### src/rtl/mem_access_pkg.sv
// Shared constants for the PLP memory stage: op codes, FSM state encodings and data width.
// Also holds small decode helpers used by the stage and its byte-merge sub-block.
package mem_access_pkg;

  localparam int W_DATA = 32;

  localparam logic [2:0] MEM_NONE = 3'd0;
  localparam logic [2:0] MEM_LW   = 3'd1;
  localparam logic [2:0] MEM_LBU  = 3'd2;
  localparam logic [2:0] MEM_SW   = 3'd3;
  localparam logic [2:0] MEM_SB   = 3'd4;

  localparam logic [1:0] S_IDLE = 2'd0;
  localparam logic [1:0] S_RD   = 2'd1;
  localparam logic [1:0] S_WR   = 2'd2;
  localparam logic [1:0] S_DONE = 2'd3;

  localparam logic [W_DATA-1:0] ZERO_DATA = '0;

  // Codes 5-7 behave exactly like MEM_NONE.
  function automatic logic is_mem_op(input logic [2:0] op);
    return (op != MEM_NONE) && (op <= MEM_SB);
  endfunction

  function automatic logic [W_DATA-1:0] word_addr(input logic [W_DATA-1:0] a);
    return {a[W_DATA-1:2], 2'b00};
  endfunction

endpackage

### src/rtl/mem_access_byte_merge.sv
// Combinational lane insert: replaces one byte lane of a word (lane 0 = bits [7:0]).
module mem_access_byte_merge
  import mem_access_pkg::*;
(
  input  logic [W_DATA-1:0] i_word,
  input  logic [7:0]        i_byte,
  input  logic [1:0]        i_lane,
  output logic [W_DATA-1:0] o_word
);

  always_comb begin
    o_word = i_word;
    case (i_lane)
      2'd0: o_word[7:0]   = i_byte;
      2'd1: o_word[15:8]  = i_byte;
      2'd2: o_word[23:16] = i_byte;
      2'd3: o_word[31:24] = i_byte;
      default: o_word = i_word;
    endcase
  end

endmodule

### src/rtl/mem_access.sv
// PLP memory stage: LW/LBU/SW/SB over a req/ack bus, SB as read-modify-write, stalls upstream while busy.
// Best case op-to-wb_valid: 2 cycles (LW/LBU/SW), 3 cycles (SB); a silent bus aborts after TIMEOUT cycles.
module mem_access
  import mem_access_pkg::*;
#(
  parameter int TIMEOUT = 255
) (
  input  logic              clk,
  input  logic              rst_n,
  input  logic [2:0]        c_mem_op,
  input  logic [W_DATA-1:0] addr,
  input  logic [W_DATA-1:0] store_data,
  output logic              stall,
  output logic              bus_req,
  output logic              bus_we,
  output logic [W_DATA-1:0] bus_addr,
  output logic [W_DATA-1:0] bus_wdata,
  input  logic [W_DATA-1:0] bus_rdata,
  input  logic              bus_ack,
  output logic [W_DATA-1:0] data_word,
  output logic [1:0]        lbu_byte,
  output logic              wb_valid,
  output logic              mem_err
);

  localparam int W_CNT = (TIMEOUT > 1) ? $clog2(TIMEOUT) : 1;
  localparam logic [W_CNT-1:0] CNT_LAST = W_CNT'(TIMEOUT - 1);

  logic [1:0]        r_state;
  logic [2:0]        r_op;
  logic [1:0]        r_lane;
  logic [7:0]        r_sbyte;
  logic              r_err;
  logic [W_CNT-1:0]  r_cnt;
  logic              r_bus_req;
  logic              r_bus_we;
  logic [W_DATA-1:0] r_bus_addr;
  logic [W_DATA-1:0] r_bus_wdata;
  logic [W_DATA-1:0] r_data_word;
  logic [1:0]        r_lbu_byte;
  logic [W_DATA-1:0] w_merged;
  logic              w_is_load;

  mem_access_byte_merge u_byte_merge (
    .i_word (bus_rdata),
    .i_byte (r_sbyte),
    .i_lane (r_lane),
    .o_word (w_merged)
  );

  assign w_is_load = (r_op == MEM_LW) || (r_op == MEM_LBU);

  always_ff @(posedge clk) begin
    if (!rst_n) begin
      r_state     <= S_IDLE;
      r_op        <= MEM_NONE;
      r_lane      <= 2'd0;
      r_sbyte     <= 8'd0;
      r_err       <= 1'b0;
      r_cnt       <= '0;
      r_bus_req   <= 1'b0;
      r_bus_we    <= 1'b0;
      r_bus_addr  <= ZERO_DATA;
      r_bus_wdata <= ZERO_DATA;
      r_data_word <= ZERO_DATA;
      r_lbu_byte  <= 2'd0;
    end else begin
      case (r_state)
        S_IDLE: begin
          if (is_mem_op(c_mem_op)) begin
            r_op    <= c_mem_op;
            r_lane  <= addr[1:0];
            r_sbyte <= store_data[7:0];
            r_cnt   <= '0;
            r_err   <= 1'b0;
            if ((c_mem_op == MEM_LW || c_mem_op == MEM_SW) && addr[1:0] != 2'd0) begin
              r_err   <= 1'b1;
              r_state <= S_DONE;
            end else begin
              r_bus_req  <= 1'b1;
              r_bus_addr <= word_addr(addr);
              if (c_mem_op == MEM_SW) begin
                r_bus_we    <= 1'b1;
                r_bus_wdata <= store_data;
                r_state     <= S_WR;
              end else begin
                r_bus_we <= 1'b0;
                r_state  <= S_RD;
              end
            end
          end
        end
        S_RD: begin
          if (bus_ack) begin
            r_cnt <= '0;
            if (r_op == MEM_SB) begin
              // Request stays up: the write phase follows the read without a gap.
              r_bus_we    <= 1'b1;
              r_bus_wdata <= w_merged;
              r_state     <= S_WR;
            end else begin
              r_bus_req   <= 1'b0;
              r_data_word <= bus_rdata;
              r_lbu_byte  <= r_lane;
              r_state     <= S_DONE;
            end
          end else if (r_cnt == CNT_LAST) begin
            r_bus_req <= 1'b0;
            r_err     <= 1'b1;
            r_state   <= S_DONE;
            if (w_is_load) begin
              r_data_word <= ZERO_DATA;
              r_lbu_byte  <= r_lane;
            end
          end else begin
            r_cnt <= r_cnt + 1'b1;
          end
        end
        S_WR: begin
          if (bus_ack) begin
            r_bus_req <= 1'b0;
            r_bus_we  <= 1'b0;
            r_state   <= S_DONE;
          end else if (r_cnt == CNT_LAST) begin
            r_bus_req <= 1'b0;
            r_bus_we  <= 1'b0;
            r_err     <= 1'b1;
            r_state   <= S_DONE;
          end else begin
            r_cnt <= r_cnt + 1'b1;
          end
        end
        S_DONE: begin
          r_state <= S_IDLE;
        end
        default: r_state <= S_IDLE;
      endcase
    end
  end

  assign stall     = ((r_state == S_IDLE) && is_mem_op(c_mem_op)) ||
                     (r_state == S_RD) || (r_state == S_WR);
  assign bus_req   = r_bus_req;
  assign bus_we    = r_bus_we;
  assign bus_addr  = r_bus_addr;
  assign bus_wdata = r_bus_wdata;
  assign data_word = r_data_word;
  assign lbu_byte  = r_lbu_byte;
  assign wb_valid  = (r_state == S_DONE);
  assign mem_err   = (r_state == S_DONE) && r_err;

endmodule

### config.mk
export PLATFORM = sky130hd
export DESIGN_NAME = mem_access
export DESIGN_NICKNAME = d
export VERILOG_FILES = /design/src/rtl/mem_access_pkg.sv /design/src/rtl/mem_access_byte_merge.sv /design/src/rtl/mem_access.sv
export SDC_FILE = /design/constraint.sdc
export NUM_CORES = 1
export LEC_CHECK = 0
export ABC_AREA = 0
export CAP_MARGIN = 20
export CORE_MARGIN = 4
export CORE_UTILIZATION = 48
export CTS_BUF_LIST = sky130_fd_sc_hd__clkbuf_16
export CTS_CLUSTER_SIZE = 25
export DETAILED_ROUTE_END_ITERATION = 10
export PLACE_DENSITY = 0.85
export SLEW_MARGIN = 20
export SYNTH_ARGS = -nofsm -noshare
export SYNTH_HDL_FRONTEND = slang
export SYNTH_SLANG_ARGS = --single-unit
### constraint.sdc
create_clock -name clk -period 4.68 [get_ports clk]
set_clock_uncertainty 0.15 [all_clocks]
set_input_delay 0.468 -clock clk [delete_from_list [all_inputs] [get_ports clk]]
set_output_delay 0.468 -clock clk [all_outputs]
set_load 0.01 [all_outputs]
==> run summary <==
The peak ir drop on the vdd network was 0.374 mV; the post-detailed-placement cell area was 7640 um2. The overall fraction of global-route tracks in use came out at 0.259. Setup violations remaining at the end of the flow were counted as 0.

The tools report the initial DRC count as 529. The via-per-instance ratio was 5.70. The root cell of the clock tree is sky130_fd_sc_hd__clkbuf_16.

The logs give 62 for the unique cell type count in the Yosys netlist and 1.36 mW for the power dissipated by switching net loads. Summing every instance area after synthesis gives 5610 um2. After detailed routing, the number of remaining DRC violations is 0. The die height was 116 um; the layout overhead on the synthesized area was 45.8%. The logs give 0.329 for the max-slew headroom at the worst pin and 0.950 ns for the worst setup margin. In this run the deepest clock path goes through 2 buffers. With fillers left out, the area of the finished cells amounts to 8170 um2. The total overflow left after global routing is 0.

TritonCTS built the clock tree. The final-report hold violation count was 0. Setup repair after global routing left no endpoint under its margin. Summed over all layers, the routed wires come to 17500 um. The number of placed I/O pins came out at 205. Buffers inserted during clock tree synthesis total 17. Proportion of register bits with asynchronous set or reset after synthesis: 0.

In this run the number of H-tree levels came out at 4. The flow ran to the end, and the final reports show no timing, DRC or antenna violations. Switching part of the total: 0.342. Counting every sink on the clock net gives 122. The first-pass iteration count of the detailed router is 5, and the number of routed nets with antenna violations is 0. The run gives 13500 um2 as the overall die area.

The overall power after layout was 3.98 mW; the final weighted congestion of routability-driven global placement was 0.912. The number of antenna cells inserted is 0, and the synthesized flop and latch total is 122. Detailed placement ended at an HPWL of 12700 um. The tools report the post-CTS resize count as 0.

The worst setup path is launched from an input pin. The worst setup path is captured at an output port. Summed over all failing endpoints, the final setup total negative slack is 0 ns. The initial core utilization is 0.491. Among all flip-flop cells after synthesis, the most frequent one is sky130_fd_sc_hd__dfxtp_1. The sequential share of power is 0.339, and the setup slack at placement is 0.961 ns.

At the later pin of the worst-skew pair, clock insertion delay measures 0.42 ns. The number of antenna violations at the first check in global routing is 0. The register area share after synthesis is 0.436.

Summing over every cut layer, the via total after detailed routing is 5545. Entering global routing, the biggest net connects 72 pins. The share of final-layout standard cells stronger than drive strength 1 was 0.0820. The number of flops mapped to enable cells by yosys was 0; the final period utilization was 0.797.

Synthesis produced 641 cells. The wire length of the first global-routing pass was 27400 um. In this run the worst hold path is classified as reg2reg. From left edge to right edge, the die measures 116 um. The worst path needs 3.73 ns of the cycle, external delays included.

In this run, post-CTS hold repair placed 0 buffers. Post-CTS timing repair inserted 0 buffers for setup. Data on the critical path is required at its endpoint by 4.06 ns. After the last flow step, the layout net total stands at 926. The mean routed wirelength per cell came out at 18.0 um. For the combinational share of power, the log shows 0.370. Based on the critical path, the design can be clocked at up to 0.268 GHz. Clock group share of total power: 0.291. The final max-slew violation count is 0, and the critical path arrival is 3.11 ns. Cell internal power was estimated by the tool at 2.62 mW.

For the core footprint, the log shows 11400 um2. The floorplan has 39 rows. At the pin with the least slew margin, the transition time is 1.01 ns. The Yosys step of the flow raised 0 warnings.

Max-cap violations in this run came to 0. In this run the mean area of a mapped cell was 8.74 um2. Via count of the first global-routing pass: 5464. Clock-pin slew was measured on the worst setup and hold paths at 0.05 ns. Of all nets on the critical path, the largest fanout is 13. The power per standard cell area is 487 nW/um2, and the static leakage is 3.20 nW. In this run the tool buffered the top-level ports with 202 buffer cells. The critical path is of the in2out type.
==> final timing paths <==
kind / start / endpoint / slack, ns / cells past startpoint
min reg2reg: bus_addr[22] / bus_addr[22] / 0.30 / 2
max: c_mem_op[0] / stall / 0.95 / 5
min: bus_addr[22] / bus_addr[22] / 0.30 / 2
max reg2reg: r_state[1] / data_word[20] / 1.67 / 7
==> cell usage after synthesis, drive strengths merged (2+ instances only) <==
master | count | area, um2
o221a | 7 | 78.8
inv | 10 | 37.5
a21bo | 8 | 80.1
or3 | 2 | 12.5
o2111ai | 2 | 17.5
nor2 | 50 | 188
and3 | 5 | 31.3
clkbuf | 34 | 129
a41oi | 2 | 17.5
mux2i | 47 | 470
nand2b | 3 | 18.8
nand2 | 107 | 409
and4 | 3 | 28.8
a21oi | 43 | 215
dfxtp | 122 | 2440
o21a | 3 | 22.5
nor2b | 3 | 18.8
nand4 | 19 | 125
a31oi | 18 | 113
o21ai | 28 | 140
or3b | 8 | 70.1
a22o | 32 | 280
nand3 | 12 | 60.1
o211ai | 3 | 22.5
buf | 19 | 110
nor3 | 2 | 15.0
a211o | 17 | 149
ha | 7 | 87.6
and2 | 4 | 27.5
==> metrics by stage <==
| stage | util | hold slack [ns] | cells |
|---|---|---|---|
| floorplan | - | 0.282 | 642 |
| global route | 0.716 | 0.317 | 972 |
| CTS | 0.714 | 0.305 | 971 |
| detailed placement | 0.669 | 0.298 | 940 |
| global placement | 0.668 | 0.292 | 940 |
| finish | 0.716 | 0.303 | 972 |
==> power by group through the flow <==
stage | clock network [mW] | registers, mW | logic [mW]
2_1_floorplan | 0 | 1.41 | 0.821
3_3_place_gp | 0 | 1.35 | 1.41
3_5_place_dp | 0 | 1.36 | 1.45
4_1_cts | 1.17 | 1.34 | 1.47
5_1_grt | 1.23 | 1.37 | 1.60
6_report | 1.16 | 1.35 | 1.47
==> cell type report <==
cell class | count | area (um2)
Inverter | 11 | 41.3
Sequential cell | 122 | 2440
Clock inverter | 14 | 91.3
Fill cell | 884 | 3250
Multi-Input combinational cell | 456 | 2920
Timing Repair Buffer | 209 | 2080
Tap cell | 143 | 179
Clock buffer | 17 | 425
==> cell families after synthesis <==
logic type / share of synthesized area
simple gates: 0.190
compound gates: 0.222
flops: 0.436
buf+inv: 0.0500
mux: 0.0839
fa+ha+maj: 0.0156
other cells: 0.000669
xor+xnor: 0.00156
==> flip-flops by register name, summed over array words and instances, names as in the netlist <==
register,cells
bus_wdata,32
r_sbyte,8
r_lane,2
r_state,2
r_err,1
data_word,32
r_op,3
r_cnt,8
lbu_byte,2
bus_we,1
bus_addr,30
bus_req,1
==> critical path, cell delays in order <==
cell                              delay (ns)
sky130_fd_sc_hd__clkdlybuf4s50_1        0.54
sky130_fd_sc_hd__o21ai_0                0.50
sky130_fd_sc_hd__nand3_1                0.68
sky130_fd_sc_hd__nand3_1                0.35
sky130_fd_sc_hd__clkdlybuf4s50_1        0.58
==> layer usage <==
layer / GRT usage / share of wire / routed length [um]
met5: 0 / 0 / 0
met1: 0.310 / 0.40 / 6990
met2: 0.430 / 0.49 / 8670
met4: 0.108 / 0.034 / 593
met3: 0.0825 / 0.073 / 1280
==> cells in the final DEF (no fill, tap or decap), drive strengths merged, types with 17 or more instances in the layout <==
cell type and count:
nand2 107, clkdlybuf4s50 201, nand4 19, a211o 17
mux2i 47, nor2 50, a22o 32, a31oi 18
dfxtp 122, clkbuf 17, o21ai 28, a21oi 43
Note: power is estimated with default switching activity, not from simulation.
